**src/rtl/decode_stage.sv**
```systemverilog
// RV32I/RV64I decode stage: fields decoded on the input side, registered with 1-cycle latency.
// Output register plus one skid entry; in_ready is registered occupancy only, never combinational from out_ready.
module decode_stage #(
  parameter int XLEN     = 32,
  parameter int PC_WIDTH = XLEN
) (
  input  logic                clk,
  input  logic                rst,
  input  logic                flush,
  input  logic                in_valid,
  output logic                in_ready,
  input  logic [31:0]         in_instruction,
  input  logic [PC_WIDTH-1:0] in_pc,
  output logic                out_valid,
  input  logic                out_ready,
  output logic [PC_WIDTH-1:0] out_pc,
  output logic [11:0]         out_class,
  output logic [XLEN-1:0]     out_immediate,
  output logic                out_imm_valid,
  output logic [4:0]          out_rs1,
  output logic [4:0]          out_rs2,
  output logic [4:0]          out_rd,
  output logic                out_rs1_valid,
  output logic                out_rs2_valid,
  output logic                out_rd_valid,
  output logic [2:0]          out_funct3,
  output logic [6:0]          out_funct7,
  output logic                out_illegal
);

  localparam logic [6:0] OPC_OP        = 7'b0110011;
  localparam logic [6:0] OPC_OP_IMM    = 7'b0010011;
  localparam logic [6:0] OPC_LOAD      = 7'b0000011;
  localparam logic [6:0] OPC_STORE     = 7'b0100011;
  localparam logic [6:0] OPC_BRANCH    = 7'b1100011;
  localparam logic [6:0] OPC_JAL       = 7'b1101111;
  localparam logic [6:0] OPC_JALR      = 7'b1100111;
  localparam logic [6:0] OPC_LUI       = 7'b0110111;
  localparam logic [6:0] OPC_AUIPC     = 7'b0010111;
  localparam logic [6:0] OPC_SYSTEM    = 7'b1110011;
  localparam logic [6:0] OPC_OP_IMM_32 = 7'b0011011;
  localparam logic [6:0] OPC_OP_32     = 7'b0111011;

  typedef struct packed {
    logic [PC_WIDTH-1:0] pc;
    logic [11:0]         cls;
    logic [XLEN-1:0]     imm;
    logic                imm_valid;
    logic [4:0]          rs1;
    logic [4:0]          rs2;
    logic [4:0]          rd;
    logic                rs1_valid;
    logic                rs2_valid;
    logic                rd_valid;
    logic [2:0]          funct3;
    logic [6:0]          funct7;
    logic                illegal;
  } dec_t;

  logic [31:0]     ins;
  logic [XLEN-1:0] imm_i, imm_s, imm_b, imm_u, imm_j;
  logic            fmt_r, fmt_i, fmt_s, fmt_b, fmt_u, fmt_j;
  logic            bad, is_shift, shamt6;
  dec_t            dec;

  assign ins   = in_instruction;
  assign imm_i = XLEN'($signed(ins[31:20]));
  assign imm_s = XLEN'($signed({ins[31:25], ins[11:7]}));
  assign imm_b = XLEN'($signed({ins[31], ins[7], ins[30:25], ins[11:8], 1'b0}));
  assign imm_u = XLEN'($signed({ins[31:12], 12'b0}));
  assign imm_j = XLEN'($signed({ins[31], ins[19:12], ins[20], ins[30:21], 1'b0}));

  always_comb begin
    dec        = '0;
    dec.pc     = in_pc;
    dec.rs1    = ins[19:15];
    dec.rs2    = ins[24:20];
    dec.rd     = ins[11:7];
    dec.funct3 = ins[14:12];
    fmt_r = 1'b0; fmt_i = 1'b0; fmt_s = 1'b0;
    fmt_b = 1'b0; fmt_u = 1'b0; fmt_j = 1'b0;
    bad   = 1'b0;
    // Every listed opcode ends in 2'b11, so a compressed encoding falls into the default arm.
    case (ins[6:0])
      OPC_OP:     begin dec.cls[0] = 1'b1; fmt_r = 1'b1; end
      OPC_OP_IMM: begin dec.cls[1] = 1'b1; fmt_i = 1'b1; end
      OPC_LOAD:   begin dec.cls[2] = 1'b1; fmt_i = 1'b1; end
      OPC_STORE:  begin dec.cls[3] = 1'b1; fmt_s = 1'b1; end
      OPC_BRANCH: begin dec.cls[4] = 1'b1; fmt_b = 1'b1; end
      OPC_JAL:    begin dec.cls[5] = 1'b1; fmt_j = 1'b1; end
      OPC_JALR:   begin dec.cls[6] = 1'b1; fmt_i = 1'b1; end
      OPC_LUI:    begin dec.cls[7] = 1'b1; fmt_u = 1'b1; end
      OPC_AUIPC:  begin dec.cls[8] = 1'b1; fmt_u = 1'b1; end
      OPC_SYSTEM: begin dec.cls[9] = 1'b1; fmt_i = 1'b1; end
      OPC_OP_IMM_32: begin
        if (XLEN == 64) begin dec.cls[10] = 1'b1; fmt_i = 1'b1; end
        else            bad = 1'b1;
      end
      OPC_OP_32: begin
        if (XLEN == 64) begin dec.cls[11] = 1'b1; fmt_r = 1'b1; end
        else            bad = 1'b1;
      end
      default: bad = 1'b1;
    endcase

    is_shift = (dec.cls[1] | dec.cls[10]) && (ins[13:12] == 2'b01);
    shamt6   = (XLEN == 64) && dec.cls[1];

    unique case (1'b1)
      fmt_i:   dec.imm = is_shift ? (shamt6 ? XLEN'(ins[25:20]) : XLEN'(ins[24:20])) : imm_i;
      fmt_s:   dec.imm = imm_s;
      fmt_b:   dec.imm = imm_b;
      fmt_u:   dec.imm = imm_u;
      fmt_j:   dec.imm = imm_j;
      default: dec.imm = '0;
    endcase

    if (fmt_r)         dec.funct7 = ins[31:25];
    else if (is_shift) dec.funct7 = {ins[31:26], shamt6 ? 1'b0 : ins[25]};

    if (is_shift && ((!shamt6 && ins[25]) || (ins[31:26] != 6'h00 && ins[31:26] != 6'h10)))
      bad = 1'b1;

    dec.rs1_valid = fmt_r | fmt_i | fmt_s | fmt_b;
    dec.rs2_valid = fmt_r | fmt_s | fmt_b;
    dec.rd_valid  = (fmt_r | fmt_i | fmt_u | fmt_j) && (ins[11:7] != 5'd0);
    dec.imm_valid = fmt_i | fmt_s | fmt_b | fmt_u | fmt_j;

    if (bad) begin
      dec.cls       = '0;
      dec.imm       = '0;
      dec.funct7    = '0;
      dec.imm_valid = 1'b0;
      dec.rs1_valid = 1'b0;
      dec.rs2_valid = 1'b0;
      dec.rd_valid  = 1'b0;
    end
    dec.illegal = bad;
  end

  dec_t out_q, skid_q;
  logic out_vld_q, skid_full_q;
  logic accept, emit;

  assign in_ready  = !rst && !skid_full_q;
  assign out_valid = out_vld_q;
  assign accept    = in_valid && in_ready;
  assign emit      = out_vld_q && out_ready;

  always_ff @(posedge clk) begin
    if (rst) begin
      out_q       <= '0;
      skid_q      <= '0;
      out_vld_q   <= 1'b0;
      skid_full_q <= 1'b0;
    end else if (flush) begin
      out_vld_q   <= 1'b0;
      skid_full_q <= 1'b0;
    end else if (!out_vld_q || emit) begin
      if (skid_full_q) begin
        out_q       <= skid_q;
        out_vld_q   <= 1'b1;
        skid_full_q <= accept;
        if (accept) skid_q <= dec;
      end else begin
        out_vld_q <= accept;
        if (accept) out_q <= dec;
      end
    end else if (accept) begin
      skid_q      <= dec;
      skid_full_q <= 1'b1;
    end
  end

  assign out_pc        = out_q.pc;
  assign out_class     = out_q.cls;
  assign out_immediate = out_q.imm;
  assign out_imm_valid = out_q.imm_valid;
  assign out_rs1       = out_q.rs1;
  assign out_rs2       = out_q.rs2;
  assign out_rd        = out_q.rd;
  assign out_rs1_valid = out_q.rs1_valid;
  assign out_rs2_valid = out_q.rs2_valid;
  assign out_rd_valid  = out_q.rd_valid;
  assign out_funct3    = out_q.funct3;
  assign out_funct7    = out_q.funct7;
  assign out_illegal   = out_q.illegal;

endmodule

```
**config.mk**
```make
export PLATFORM = sky130hd
export DESIGN_NAME = decode_stage
export DESIGN_NICKNAME = d
export VERILOG_FILES = /design/src/rtl/decode_stage.sv
export SDC_FILE = /design/constraint.sdc
export NUM_CORES = 1
export LEC_CHECK = 0
export ABC_AREA = 1
export CORE_UTILIZATION = 25
export DETAILED_ROUTE_END_ITERATION = 12
export PLACE_DENSITY_LB_ADDON = 0.2
export SLEW_MARGIN = 20
export SYNTH_ARGS = -nofsm -noshare
export SYNTH_HDL_FRONTEND = slang
export SYNTH_SLANG_ARGS = --single-unit
```
**constraint.sdc**
```tcl
create_clock -name clk -period 2.45 [get_ports clk]
set_input_delay 0.49 -clock clk [delete_from_list [all_inputs] [get_ports clk]]
set_output_delay 0.49 -clock clk [all_outputs]
set_load 0.05 [all_outputs]
```
Word-level counts from Yosys, hierarchy flattened
Cells that the tools add are included.
{ "op_classes": {"eq_ne": 13, "n_mux": 30, "bitwise": 12, "reduce_logical": 22} }
{ "op_table": {"columns": ["operator", "n"], "rows": [
  ["2-to-1 mux 106 bit", 5],
  ["case mux 32 bit (5 select lines)", 1],
  ["2-to-1 mux 43 bit", 1],
  ["2-to-1 mux 32 bit", 1],
  ["equality test 7 bit (second input constant)", 4],
  ["equality test 7 x 6 -> 1 bit (second input constant)", 3],
  ["2-to-1 mux 7 bit", 3],
  ["2-to-1 mux 1 bit", 18],
  ["equality test 7 x 5 -> 1 bit (second input constant)", 2],
  ["bitwise OR 1 bit", 11],
  ["OR reduction 10 bit", 1],
  ["equality test 7 x 2 -> 1 bit (second input constant)", 1],
  ["logical AND 1 bit", 7],
  ["inequality test 6 x 5 -> 1 bit (second input constant)", 1],
  ["nonzero test 6 bit", 1],
  ["nonzero test 5 bit", 1],
  ["nonzero test 2 bit", 2],
  ["OR reduction 2 bit", 2],
  ["OR reduction 4 bit", 1],
  ["logical NOT 1 bit", 3],
  ["2-to-1 mux 3 bit", 1],
  ["AND reduction 3 bit", 1],
  ["equality test 2 x 1 -> 1 bit (second input constant)", 1],
  ["logical OR 1 bit", 2],
  ["other kinds (3)", 3]
]} }
{ "totals": {"reg_bits": 214, "out_inout_bits": 108} }

Logic depth before layout (Yosys ltp)
Gate-level depths: netlist of the first run.
{ "depth": {"word_depth": 11, "ltp_mapped": 12, "ltp_nobuf": 12} }

Worst setup path before layout of the first run
OpenSTA, ideal clock, no wires.
{ "synth_path": {"path_kind": "in2reg", "startpoint": "input rst", "endpoint": "register skid_q[0] in the netlist's numbering", "setup_ps": 116, "t_arrival_ps": 1987, "required_ps": 2334, "path_slack_ps": 347, "stages": 9, "path_buffers": 3, "cell_sequence": "buf_2 nor2_2 nand2_1 nor3_2 buf_4 clkbuf_1 nand2_1 o211ai_1 inv_1"} }
{ "synth_between": {"elab_chain_len": 6} }
{ "synth_lines": {"columns": ["element", "line_no", "source"], "rows": [
  ["start, declared", "8", "input logic rst,"],
  ["logical NOT 1 bit *", "145", "assign in_ready = !rst && !skid_full_q;"],
  ["logical AND 1 bit *", "145", null],
  ["named net in_ready", "11", "output logic in_ready,"],
  ["logical AND 1 bit *", "147", "assign accept = in_valid && in_ready;"],
  ["2-to-1 mux 106 bit *", null, null],
  ["2-to-1 mux 106 bit", null, null],
  ["2-to-1 mux 106 bit *", null, null],
  ["end signal, assigned", "153", "skid_q <= '0;"],
  ["end signal, assigned", "164", "if (accept) skid_q <= dec;"],
  ["end signal, assigned", "170", "skid_q <= dec;"],
  ["end, declared", "141", "dec_t out_q, skid_q;"]
]} }
The timed path passes the listed nets; every way through them passes the cells marked *. The select of a mux whose other input is x is not followed.
A chain may end at the register's enable or synchronous reset.

Worst setup path in the final report of the first run
{ "layout_path": {"startpoint": "register out_q (netlist bit out_class[1])", "endpoint": "output out_class[1]"} }
{ "layout_rtl": {"columns": ["element", "line_no", "source"], "rows": [
  ["start, declared", "141", null],
  ["start signal, assigned", "161", "out_q <= skid_q;"],
  ["end, declared", "17", "output logic [11:0] out_class,"]
]} }
No word-level cell between the ends.

==> qor.yml, run 1 <==
critical_path:
  path_cells: "clkdlybuf4s50_1"
  cp_top_family: "buffers and inverters"
  path_class: "flip-flop to primary output"
  reg2reg_depth: 10
  cp_max_fo: 2
  slowest_stage: "clkdlybuf4s50_1"
  cp_num_buf_inv: 1
  critPathArrivalTime_ps: 1790
  required_ps: 1960
  cp-start-kind: "flip-flop"
  crit_path_max_incr_delay_ps: 840
  r2r_slack_ps: 750
  cp.depth: 1
  end_kind: "primary output"
synth:
  synth_top_family_by_area: "compound AO/OA/AOI/OAI gates"
  synth_edf_count: 0
  syn_area_um2: 8966
  ys_seq_area_share_pct: 46.89
  synth_flop_cell: "dfxtp_1"
  yosys-mux-area-fraction_pct: 0
  synth_compound_area_share_pct: 24.10
  synthArstFlopShare_pct: 0
  ys_types: 38
  ys_seq_elements: 210
  synth_xor_area_share_pct: 0
  syn_area_per_cell_um2: 7.307
  synth_adder_area_share_pct: 0
  yosysWarnings: 0
  syn_inst: 1227
  synth-simple-area-share_pct: 20.50
timing:
  fin_worst_skew_ps: 7.535
  period_needed_ps: 2276
  setup_viol: 0
  final_max_slew_viol_count: 0
  final.setup.tns_ps: 0
  slew_headroom_pct: 35.99
  setup_ws_ps: 173.6
  rsz0062_at_grt: "no"
  hold_slack_ps: 476.0
  hold_viol: 0
  worst_slew_pin_slew_ps: 960.2
  fin_crit_sh_pct: 92.92
  clock.fmax_ghz: 0.4393
power_and_ir_drop:
  cell_internal_pwr_mw: 6.034
  ir_drop_mv: 0.4992
  pwr-share-seq_pct: 43.4
  p_clk_share_pct: 44.1
  p_leak_nw: 5.075
  combPwrFrac_pct: 12.5
  p_total_mw: 8.221
  power_density_nw_per_um2: 678.0
  switchingPower_mw: 2.187
  netSwitchingFraction_pct: 26.61
drt:
  dr.pass1.iters: 5
  drc_errors: 0
  drtIter0Drc: 577
  wl_per_cell_um: 17.16
  vias: 8828
  ant_nets: 0
  avgViaCountPerCell: 4.756
  wl_mm: 31.85
floorplan:
  coreArea_um2: 34880
  die_h_um: 191.4
  io_pins: 177
  die-area_um2: 36630
  start_util_pct: 25.70
  die_w_um: 191.4
  rows: 68
clock_tree:
  clockRootBuffer: "clkbuf_16"
  worstSkewPairLatency_ps: 530
  cts_setup_buffers: 0
  cts_sinks: 210
  hold_buffers: 0
  cts_buffer_depth: 3
  cts_buffers: 26
  cts_resized: 0
  clk_pin_slew_ps: 60
  cts_tree: "built"
  cts_max_level: 1
grt:
  grt_max_degree: 180
  grt_pass1_vias: 8193
  antenna_found_initial: 0
  grt_pass1_wl_mm: 48.98
  track_usage_pct: 17.11
  overflow: 0
layout:
  drive_gt1_share_pct: 8.208
  fin_area_um2: 12130
  n_antenna_cell: 0
  fin_nets: 1453
  stdcell_count: 1856
  fill_cells: 3725
  syn2layout_area_growth_pct: 35.25
  fin_util_pct: 34.76
placement:
  detailed_place_hpwl_mm: 20.38
  port_buffers: 174
  dp_cells: 1811
  place.gp.congestion: 0.8237
  place_ws_ps: -44.41
  dpl_cell_area_um2: 11330
hold_path:
  hp-class: "flip-flop to flip-flop"
  hold-path-cell-count: 2
outcome:
  status: "finished, final reports clean"
run:
  cap_viol_max_count: 0
-- Yosys cell counts, types with 2 or more instances --
master / count / area share [%]
buf_4: 10 / 0.84
nor2_4: 2 / 0.25
nand3_1: 42 / 2.3
nand2_2: 3 / 0.21
buf_6: 4 / 0.50
inv_1: 53 / 2.2
clkbuf_4: 3 / 0.25
clkbuf_1: 51 / 2.1
nand3_2: 2 / 0.22
nand2_4: 2 / 0.25
inv_2: 7 / 0.29
nor2_2: 4 / 0.28
clkbuf_8: 5 / 0.77
o21ai_0: 203 / 11
a21oi_1: 141 / 7.9
nand2_1: 199 / 8.3
nor2_1: 176 / 7.4
o21ai_1: 9 / 0.50
o31ai_1: 6 / 0.50
nand4_1: 7 / 0.49
o22ai_1: 2 / 0.14
buf_2: 22 / 1.2
a31oi_1: 50 / 3.5
dfxtp_1: 210 / 47
-- power by group through the flow --
stage	registers, mW	logic (mW)	clock network (mW)
3_3_place_gp	3.64	1.03	0
2_1_floorplan	3.93	0.275	0
3_5_place_dp	3.64	1.03	0
5_1_grt	3.58	1.09	3.88
4_1_cts	3.57	1.03	3.73
6_report	3.57	1.02	3.63
-- layout by cell type, fill, tap and decap left out --
cell type,count
clkbuf_16,27
o31ai_1,6
o21ai_0,203
nand2_2,3
nor4_1,1
o21ai_1,9
inv_2,5
clkdlybuf4s50_1,173
nand3_4,1
inv_6,1
nor2_1,176
clkbuf_1,9
inv_1,53
nand4_2,1
a31oi_1,50
a21oi_1,141
nand3_2,2
nor3_4,2
dfxtp_4,1
clkinv_1,1
nand4_1,7
o211ai_1,1
nor2_4,2
buf_12,14
nand2_4,2
conb_1,2
nand3_1,42
nor3_1,1
inv_4,1
nor2_2,4
dfxtp_1,209
clkbuf_8,5
a211oi_1,1
a21oi_2,1
o22ai_1,2
buf_4,38
nand2_1,199
clkinv_2,5
-- worst min-delay path: stages, from the launching register on --
cell	delay, ps
dfxtp_1	310
nand2_1	60
a21oi_1	60
-- worst paths after layout --
kind / startpoint / end
worst min-delay path: skid_q[63]$_SDFFE_PP0P_ / skid_q[63]$_SDFFE_PP0P_
worst min register to register: skid_q[63]$_SDFFE_PP0P_ / skid_q[63]$_SDFFE_PP0P_
worst max-delay path: out_class[1]$_SDFFE_PP0P_ / out_class[1]
worst max register to register: out_valid$_SDFFE_PP0N_ / skid_q[61]$_SDFFE_PP0P_
-- metal layers --
| layer | part of all wire [%] | track usage [%] | vias up |
|---|---|---|---|
| met5 | 0 | 0 | - |
| li1 | - | - | 4425 |
| met2 | 44 | 26.60 | 237 |
| met1 | 48 | 24.33 | 4125 |
| met3 | 5.4 | 2.735 | 41 |
| met4 | 2.0 | 4.457 | 0 |
-- registers in the layout (all words and copies together) (netlist names), 3 cells and up --
signal,cells
skid_q,104
out_immediate,32
out_pc,32
out_class,10
out_funct7,7
out_rd,5
out_rs1,5
out_rs2,5
out_funct3,3
-- final cells by class --
class | count | area [um2] | area share (%)
inverter | 62 | 241.5 | 1.991
clock buffer | 41 | 778.2 | 6.418
timing repair buffer | 225 | 2297 | 18.94
clock inverter | 4 | 20.02 | 0.1651
tap | 455 | 569.3 | 4.695
sequential | 210 | 4208 | 34.70
multi-input combinational | 859 | 4013 | 33.09
-- logic make-up after synthesis --
family / after synthesis
simple gates: 443
compound gates: 414
buf+inv: 159
other cells: 1
flops: 210
No activity file was read; power rests on OpenSTA's default activity.
==> run 2: changes to the inputs <==
SETUP_SLACK_MARGIN = 0.15   (was unset)
==> qor.yml, run 2 (synthesis gave the netlist of run 1 again) <==
outcome:
  status: "finished, final reports clean"
critical_path:
  r2r-end: "skid_q[52]$_SDFFE_PP0P_"
  path_class: "flip-flop to primary output"
  crit_end: "out_class[1]"
  end_kind: "primary output"
  r2r-start: "out_valid$_SDFFE_PP0N_"
  required_ps: 1960
  path_cells: "clkdlybuf4s50_1"
  slowest_stage: "clkdlybuf4s50_1"
  cp-start-kind: "flip-flop"
  critPathArrivalTime_ps: 1780
  reg2reg_depth: 10
  cp_max_fo: 2
  crit_path_max_incr_delay_ps: 840
  crit_start: "out_class[1]$_SDFFE_PP0P_"
  cp_top_family: "buffers and inverters"
  cp_num_buf_inv: 1
  cp.depth: 1
  r2r_slack_ps: 730
timing:
  final_max_slew_viol_count: 0
  rsz0062_at_grt: "no"
  hold_viol: 0
  setup_viol: 0
  fin_worst_skew_ps: 6.075
  worst_slew_pin_slew_ps: 952.7
  period_needed_ps: 2272
  slew_headroom_pct: 36.49
  setup_ws_ps: 177.6
  fin_crit_sh_pct: 92.75
  clock.fmax_ghz: 0.4401
grt:
  grt_pass1_wl_mm: 48.98
  overflow: 0
  antenna_found_initial: 0
  track_usage_pct: 17.11
  grt_max_degree: 180
  grt_pass1_vias: 8193
power_and_ir_drop:
  ir_drop_mv: 0.4985
  power_density_nw_per_um2: 678.2
  p_leak_nw: 5.126
floorplan:
  die-area_um2: 36630
  start_util_pct: 25.70
  die_h_um: 191.4
  coreArea_um2: 34880
  rows: 68
  die_w_um: 191.4
  io_pins: 177
layout:
  seqCellArea_um2: 4208
  stdcell_count: 1856
  final_common_cell: "dfxtp_1"
  syn2layout_area_growth_pct: 35.33
  multi_input_area_um2: 4013
  fin_nets: 1453
  layout_common_cells: "dfxtp_1 (209), o21ai_0 (203), nand2_1 (199), nor2_1 (176), clkdlybuf4s50_1 (170)"
  largest_reg_flops: 104
  fill_cells: 3727
  n_antenna_cell: 0
  drive_gt1_share_pct: 8.208
  registers.top_by_ff_count: "skid_q"
clock_tree:
  cts_tree: "built"
  worstSkewPairLatency_ps: 530
  clk_pin_slew_ps: 60
  clockRootBuffer: "clkbuf_16"
  cts_buffer_depth: 3
  cts_buffers: 26
  cts_max_level: 1
  cts_sinks: 210
  hold_buffers: 0
drt:
  wl_mm: 31.82
  dr.pass1.iters: 5
  drc_errors: 0
  drtIter0Drc: 589
  wl_per_cell_um: 17.15
  ant_nets: 0
  avgViaCountPerCell: 4.765
  vias: 8843
placement:
  place_ws_ps: -44.41
  place.gp.congestion: 0.8237
  detailed_place_hpwl_mm: 20.38
  dp_cells: 1811
  port_buffers: 174
run:
  cap_viol_max_count: 0
hold_path:
  hp-class: "flip-flop to flip-flop"
[run 2: cell count changes in the layout (fill, tap and decap cells not counted)]
| cell | before | now |
|---|---|---|
| clkdlybuf4s50_1 | 173 | 170 |
| dlymetal6s2s_1 | 0 | 3 |
[run 2: area by class of cell]
cell class | instances | area share, %
clock buffer | 41 | 6.414
sequential | 210 | 34.68
clock inverter | 4 | 0.1650
multi-input combinational | 859 | 33.07
timing repair buffer | 225 | 18.99
inverter | 62 | 1.990
tap | 455 | 4.692
[run 2: repair_timing]
| action | in CTS | in global routing |
|---|---|---|
| setup buffers | 0 | 0 |
| hold endpoints to repair | 0 | 0 |
| endpoints found under the setup margin | 0 | 3 |
| gates resized for setup | 0 | 3 |
[run 2: how the worst min path moves through the flow]
stage | to | cells past startpoint | start | slack, ps
2_1_floorplan | skid_q[63]$_SDFFE_PP0P_ | 2 | skid_q[63]$_SDFFE_PP0P_ | 440
3_3_place_gp | skid_q[63]$_SDFFE_PP0P_ | 2 | skid_q[63]$_SDFFE_PP0P_ | 460
3_5_place_dp | skid_q[63]$_SDFFE_PP0P_ | 2 | skid_q[63]$_SDFFE_PP0P_ | 460
4_1_cts | skid_q[63]$_SDFFE_PP0P_ | 2 | skid_q[63]$_SDFFE_PP0P_ | 470
5_1_grt | out_pc[26]$_SDFFE_PP0P_ | 2 | skid_q[100]$_SDFFE_PP0P_ | 500
6_report | skid_q[63]$_SDFFE_PP0P_ | 2 | skid_q[63]$_SDFFE_PP0P_ | 480
[run 2: routing by layer]
metal	track usage (%)	routed length, um	up-vias
met2	26.60	14100	233
li1	-	-	4425
met4	4.457	630	0
met3	2.735	1558	41
met1	24.33	15530	4144
met5	0	0	-
[run 2: where the power goes]
part / internal, mW / switching, mW
clock: 2.15 / 1.48
sequential: 3.51 / 0.0566
combinational: 0.368 / 0.657
[run 2: metrics by stage]
step | util [%] | total power, mW | setup TNS, ps | hold WS (ps) | cell area [um2]
final | 34.78 | 8.230 | 0 | 476.8 | 12130
after global routing | 34.78 | 8.552 | 0 | 497.9 | 12130
after CTS | 34.76 | 8.338 | 0 | 472.7 | 12130
after detailed placement | 32.47 | 4.671 | -214.5 | 464.6 | 11330
after global placement | 32.47 | 4.672 | -21.23 | 456.5 | 11330
after floorplan | - | 4.204 | 0 | 444.7 | 8970
==> run 3: changes to the inputs <==
ABC_CLOCK_PERIOD_IN_PS = 2450   (was unset)
==> results of run 3 <==
Final layout, timing and power as in run 2 (identical DEF).
